==> config.mk <==
export PLATFORM = sky130hd
export DESIGN_NAME = add_responder
export DESIGN_NICKNAME = d
export VERILOG_FILES = /design/src/rtl/add_responder.sv
export SDC_FILE = /design/constraint.sdc
export NUM_CORES = 1
export LEC_CHECK = 0
export CORE_UTILIZATION = 57
export CTS_BUF_LIST = sky130_fd_sc_hd__clkbuf_8
export DETAILED_ROUTE_END_ITERATION = 6
export PLACE_DENSITY = 0.82
export SLEW_MARGIN = 10
export SYNTH_ARGS = -nofsm -noshare
export SYNTH_HDL_FRONTEND = slang
export SYNTH_SLANG_ARGS = --single-unit
==> constraint.sdc <==
create_clock -name clk -period 2.2 [get_ports clk]
set_input_delay 0.33 -clock clk [delete_from_list [all_inputs] [get_ports clk]]
set_output_delay 0.33 -clock clk [all_outputs]
set_load 0.03 [all_outputs]
==> src/rtl/add_responder.sv <==
// Operand/sum responder: registers (a,b), writes a+b into an in-order result FIFO, returns sums.
// Optional per-entry parity output y_par is enabled by defining ADD_RESP_PARITY_EN.
module add_responder #(
  parameter int WIDTH = 4,
  parameter int DEPTH = 4
) (
  input  logic             clk,
  input  logic             rst,
  input  logic             in_valid,
  output logic             in_ready,
  input  logic [WIDTH-1:0] a,
  input  logic [WIDTH-1:0] b,
  output logic             out_valid,
  input  logic             out_ready,
  output logic [WIDTH:0]   y,
`ifdef ADD_RESP_PARITY_EN
  output logic             y_par,
`endif
  output logic [15:0]      txn_count
);

  // Handshakes: a transfer happens on a posedge where valid && ready. in_ready
  // depends only on registered state; out_valid never drops without a pop.

  localparam int AW = $clog2(DEPTH);

  logic [WIDTH-1:0] a_q, a_d, b_q, b_d;
  logic             stage_v_q, stage_v_d;
  logic [WIDTH:0]   mem_q [DEPTH];
  logic [AW-1:0]    wr_ptr_q, wr_ptr_d, rd_ptr_q, rd_ptr_d;
  logic [AW:0]      count_q, count_d;
  logic [WIDTH:0]   y_last_q, y_last_d;
  logic [15:0]      txn_q, txn_d;
  logic [WIDTH:0]   sum;
  logic [AW+1:0]    occupancy;
  logic             accept, push, pop;

  assign occupancy = {1'b0, count_q} + {{(AW+1){1'b0}}, stage_v_q};
  assign in_ready  = occupancy < (AW+2)'(DEPTH);
  assign out_valid = (count_q != '0);
  assign accept    = in_valid && in_ready;
  assign push      = stage_v_q;
  assign pop       = out_valid && out_ready;
  assign sum       = {1'b0, a_q} + {1'b0, b_q};

  // When empty the head slot may hold stale data, so show the last popped value.
  assign y         = out_valid ? mem_q[rd_ptr_q] : y_last_q;
  assign txn_count = txn_q;

  always_comb begin
    a_d       = a_q;
    b_d       = b_q;
    stage_v_d = accept;
    wr_ptr_d  = wr_ptr_q;
    rd_ptr_d  = rd_ptr_q;
    count_d   = count_q;
    y_last_d  = y_last_q;
    txn_d     = txn_q;
    if (accept) begin
      a_d = a;
      b_d = b;
    end
    if (push) wr_ptr_d = wr_ptr_q + AW'(1);
    if (pop) begin
      rd_ptr_d = rd_ptr_q + AW'(1);
      y_last_d = mem_q[rd_ptr_q];
      txn_d    = txn_q + 16'd1;
    end
    case ({push, pop})
      2'b10:   count_d = count_q + (AW+1)'(1);
      2'b01:   count_d = count_q - (AW+1)'(1);
      default: count_d = count_q;
    endcase
  end

  always_ff @(posedge clk or posedge rst) begin
    if (rst) begin
      a_q       <= '0;
      b_q       <= '0;
      stage_v_q <= 1'b0;
      wr_ptr_q  <= '0;
      rd_ptr_q  <= '0;
      count_q   <= '0;
      y_last_q  <= '0;
      txn_q     <= '0;
    end else begin
      a_q       <= a_d;
      b_q       <= b_d;
      stage_v_q <= stage_v_d;
      wr_ptr_q  <= wr_ptr_d;
      rd_ptr_q  <= rd_ptr_d;
      count_q   <= count_d;
      y_last_q  <= y_last_d;
      txn_q     <= txn_d;
    end
  end

  always_ff @(posedge clk or posedge rst) begin
    if (rst) begin
      for (int i = 0; i < DEPTH; i++) mem_q[i] <= '0;
    end else if (push) begin
      mem_q[wr_ptr_q] <= sum;
    end
  end

`ifdef ADD_RESP_PARITY_EN
  logic par_mem_q [DEPTH];
  logic par_last_q, par_last_d;

  assign y_par = out_valid ? par_mem_q[rd_ptr_q] : par_last_q;

  always_comb begin
    par_last_d = par_last_q;
    if (pop) par_last_d = par_mem_q[rd_ptr_q];
  end

  always_ff @(posedge clk or posedge rst) begin
    if (rst) begin
      for (int i = 0; i < DEPTH; i++) par_mem_q[i] <= 1'b0;
      par_last_q <= 1'b0;
    end else begin
      par_last_q <= par_last_d;
      if (push) par_mem_q[wr_ptr_q] <= ^sum;
    end
  end
`endif

endmodule

# ---- After elaboration in Yosys (flattened, before gate mapping)
# Cells that the tools add are included.
dict set report word_totals {
  regBits 57
  in_bits 12
  output_inout_bits 23
  wordCells 40
}
dict set report op_classes {
  add_sub_neg 7
  n_lt_le_gt_ge 4
  eq_ne 2
  n_mux 8
  bitwise 2
  n_reduce_logical 5
}
# cell n
set ops {}
lappend ops {{$bwmux W20} 1}
lappend ops {{$mux W5} 4}
lappend ops {{$add A16 B1 Y16 const B} 1}
lappend ops {{$bmux W5 S2} 1}
lappend ops {{$demux W5 S2} 1}
lappend ops {{$ge A3 B3 Y1 const B} 2}
lappend ops {{$not A2 Y3} 2}
lappend ops {{$pmux W3 S2} 1}
lappend ops {{$add A4 B4 Y5} 1}
lappend ops {{$add A2 B1 Y2 const B} 2}
lappend ops {{$add A3 B1 Y4} 1}
lappend ops {{$lt A4 B3 Y1 const B} 1}
lappend ops {{$add A3 B1 Y3 const B} 1}
lappend ops {{$logic_and A1 B1 Y1} 3}
lappend ops {{$lt A3 B1 Y1 const B} 1}
lappend ops {{$reduce_bool A3 Y1} 1}
lappend ops {{$sub A3 B1 Y3 const B} 1}
lappend ops {{$eq A2 B1 Y1 const B} 1}
lappend ops {{$eq A2 B2 Y1 const B} 1}
lappend ops {{$reduce_bool A2 Y1} 1}

# ---- Longest topological paths before layout
dict set report depth {
  ltp_word 6
  mapped_depth 10
  depth_no_buf 10
}

# ---- Worst setup path after synthesis
# No wires, ideal clock.
dict set report synth_timing {
  kind {flip-flop to flip-flop}
  startpoint {register count_q[0]}
  endpoint {register count_q[2]}
  setup_time_ns 0.127
  arrival_ns 1.950
  required_ns 2.073
  path_slack_ns 0.123
  path_stages_with_launch 11
  path_buffers 0
  period_less_slack_ns 2.077
  path_cell_list {dfrtp_1 > nor3_4 > inv_2 > nand2_2 > inv_2 > ha_1 > inv_1 > fa_1 > xor2_1 > nor2_1 > xor2_1}
}
dict set report synth_between {
  elab_chain_len 4
  elab_cells_between_ends 8
  classes_between {add/sub (2); eq/ne (2); mux (1); reduce/logical (3)}
}
# element line_no
set synth_lines {}
lappend synth_lines {{start, declared} 31} ;# logic [AW:0] count_q, count_d;
lappend synth_lines {{start signal, assigned} 92} ;# count_q <= count_d;
lappend synth_lines {{$reduce_bool A3 Y1 *} 40} ;# assign out_valid = (count_q != '0);
lappend synth_lines {{net out_valid} 13} ;# output logic out_valid,
lappend synth_lines {{$logic_and A1 B1 Y1 *} 43} ;# assign pop = out_valid && out_ready;
lappend synth_lines {{net pop} 36} ;# logic accept, push, pop;
lappend synth_lines {{$eq A2 B1 Y1 or $eq A2 B2 Y1 (tied branches)} 69} ;# case ({push, pop})
lappend synth_lines {{$pmux W3 S2 or $reduce_bool A2 Y1 (tied branches)} --}
# The timed path passes the listed nets; every way through them passes the cells marked *.
# A chain may end at the register's enable or synchronous reset.

# ---- Final worst setup path
dict set report layout_timing {
  startpoint {register rd_ptr_q[0]}
  endpoint {output port y[1]}
}
dict set report layout_between {
  elab_chain_len 5
}
# element line_no
set layout_lines {}
lappend layout_lines {{start, declared} 30} ;# logic [AW-1:0] wr_ptr_q, wr_ptr_d, rd_ptr_q, rd_ptr_d;
lappend layout_lines {{start signal, assigned} 91} ;# rd_ptr_q <= rd_ptr_d;
lappend layout_lines {{$not A2 Y3 (implied by the code)} 47} ;# assign y = out_valid ? mem_q[rd_ptr_q] : y_last_q;
lappend layout_lines {{$bmux W5 S2} 47}
lappend layout_lines {{$mux W5 (implied by the code) (2 in series)} 47}
lappend layout_lines {{$mux W5} 47}
lappend layout_lines {{end, declared} 15} ;# output logic [WIDTH:0] y,
# No other way between the ends. The select of a mux whose other input is x is not followed.

==> flow_summary.toml <==
[logic_synthesis]
ys_seq_area_frac = 0.5470
synth_area_sq_mm = 0.002608
synth_edf_count = 0
yosys.area.top_type_share = 0.5470
ys_top_cells_by_area = "dfrtp_1 (55%), nand2_1 (8.1%), mux2_2 (6.0%)"
yosysUniqueCellTypes = 27
synth_commonest_cells = "dfrtp_1 (57), nand2_1 (56), xnor2_1 (18)"
yosys_warnings = 0
ys_seq_elements = 57
avgSynthCellArea_sq_um = 11.29
synthFlopType = "dfrtp_1"
synth.most_common_cell = "dfrtp_1"
synth_fp_nets = 255
synthArstFlopShare = 1.000
synth_top_area_cell = "dfrtp_1"
syn_inst = 231

[sta]
clock_skew_ns = 0.008540
fin_crit_sh = 0.9494
period_needed_ns = 2.089
rsz0062_at_grt = "false"
tightest_slew_ns = 0.5455
setup_viol_count_final = 0
relSlewSlack = 0.6358
finalHoldViolations = 0
max_clock_freq_mhz = 478.8
tns_ns = 0
slew_viol_final = 0

[cts]
cts-root-buf = "clkbuf_8"
hold_buffers = 0
cts_made_buffers = 9
clock_path_buffers = 2
cts.sinks = 57
clk_pin_slew_ns = 0.06
htreeDepth = 3
tritoncts = "yes"
clock_latency_ns = 0.33

[critical_path]
cp_max_fo = 4
worstPathRequired_ns = 1.87
cpMostUsedCell = "nand2_1"
max_stage_delay_ns = 0.53
cp_data_arrival_time_ns = 1.76
worstSetupPathType = "reg -> out"
path_cells = "buf_4, mux4_2, nand2_1, nand2_1, buf_2"
end_kind = "output port"
crit_path_start_kind = "flip-flop"
critPathSlowestCell = "mux4_2"

[global_routing]
grt_util_all_layers = 0.2429
antenna_found_initial = 0
grt_max_degree = 26
grt_overflow = 0
grt_pass1_vias = 1906
grt_pass1_wl_um = 8894

[die]
ios = 35
die_y_um = 69.64
row_count = 24
dieArea_sq_mm = 0.004849
core-area_sq_mm = 0.004384
initial_core_util = 0.5947
die_w_um = 69.64

[run_status]
status = "finished clean"

[power]
power.leakage_nw = 1.564
powerDensity_mw_per_mm2 = 1508
vdd_ir_drop_max_uv = 856.5
power_w = 0.004928

[worst_hold_path]
hp-class = "in -> async"

[routing]
drc = 0
dr.pass1.iters = 4
wl_per_cell_um = 15.28
vias = 1844
postRouteAntennaNets = 0
drt-initial-drc-count = 121
drt-total-wl_um = 5209
viasPerCell = 5.408

[placement]
postPlaceCellArea_sq_mm = 0.003072
dp_hpwl_um = 3653
io_buffers = 34
gp_congestion = 0.7726

[final_layout]
fin_area_sq_mm = 0.003268
nFillCells = 301
layout.nets = 308
layout-drive-gt1-share = 0.1834
diodes = 0
synthToLayoutAreaGrowth_pct = 25.34

[run]
drv_cap = 0
-- power by group --
part | switching [W] | internal, W
Combinational | 0.00120 | 0.000962
Sequential | 0.000361 | 0.00147
Clock | 0.000396 | 0.000537
Total | 0.00196 | 0.00297
-- state kept, by name (all words and copies together), names as in the netlist --
signal	count
mem_q	20
txn_count	16
y_last_q	5
a_q	4
b_q	4
count_q	3
rd_ptr_q	2
wr_ptr_q	2
push	1
-- final cells by class --
type / instances / area (sq um) / area share
well taps: 52 / 65.06 / 0.01991
inverters: 16 / 60.06 / 0.01838
flip-flops and latches: 57 / 1428 / 0.4368
repair buffers: 45 / 419.2 / 0.1283
clock inverters: 6 / 51.30 / 0.01570
clock buffers: 10 / 137.6 / 0.04211
multi-input cells: 155 / 1107 / 0.3388
-- path summary, 6_finish.rpt --
check / startpoint / depth (start not counted) / to / slack, ns
worst max-delay path: rd_ptr_q[0]$_DFFE_PP0P_ / 5 / y[1] / 0.11
worst min-delay path: rst / 2 / y_last_q[3]$_DFFE_PP0P_ / 0.37
worst max register to register: count_q[1]$_DFFE_PP0P_ / 8 / count_q[1]$_DFFE_PP0P_ / 0.28
worst min register to register: txn_count[15]$_DFFE_PP0P_ / 1 / txn_count[15]$_DFFE_PP0P_ / 0.47
max in group asynchronous: rst / 3 / rd_ptr_q[0]$_DFFE_PP0P_ / 1.22
min in group clk: txn_count[15]$_DFFE_PP0P_ / 1 / txn_count[15]$_DFFE_PP0P_ / 0.47
-- stage by stage --
| stage | setup WS [ns] | instances | hold slack, ns | util |
|---|---|---|---|---|
| finish | 0.1113 | 341 | 0.3657 | 0.7454 |
| global route | 0.06132 | 341 | 0.4398 | 0.7454 |
| CTS | 0.001942 | 341 | 0.3841 | 0.7491 |
| detailed placement | 0.01631 | 322 | 0.4631 | 0.7006 |
| global placement | 0.05053 | 322 | 0.4568 | 0.7006 |
| floorplan | 0.1234 | 231 | 0.4446 | - |
-- routing by layer --
layer | GRT usage | wire (um) | vias up
li1 | - | - | 874
met1 | 0.2762 | 2101 | 903
met2 | 0.4218 | 2798 | 56
met3 | 0.04360 | 192 | 11
met4 | 0.1533 | 116 | 0
met5 | 0 | 0 | -
-- cells in the final DEF (no fill, tap or decap), drive strengths merged, types with 10 or more instances in the layout --
cell type      Yosys  layout
inv               16      19
mux2              14      14
clkbuf             0      10
o21ai             15      15
clkdlybuf4s50      0      27
nand2             57      57
dfrtp             57      57
ha                10      10
xnor2             18      18
buf                3      14
-- worst max-delay path, delay by kind of cell (launching register included) --
kind	cells	cell delay, ns
muxes	1	0.53
buffers and inverters	2	0.32
and+or+nand+nor	2	0.16
DFF	1	0.41
-- cells by family (layout without fill, tap and decap cells) --
| group | count (synthesis) | in the layout | share of synthesized area |
|---|---|---|---|
| xor gates and xnor gates | 23 | 23 | 0.07725 |
| AOI/OAI and AO/OA | 21 | 21 | 0.04415 |
| muxes | 20 | 20 | 0.1075 |
| buffers and inverters | 19 | 77 | 0.02831 |
| and+or+nand+nor | 79 | 79 | 0.1324 |
| adders and majority gates | 12 | 12 | 0.06334 |
| DFF | 57 | 57 | 0.5470 |
-- timing repair --
item                                    in CTS  in global routing
endpoints found under the setup margin       7                  4
cloned                                       0                  0
pin swaps                                    1                  0
resized for setup                           13                  7
setup buffers                                3                  0
(Power assumes the default switching activity.)
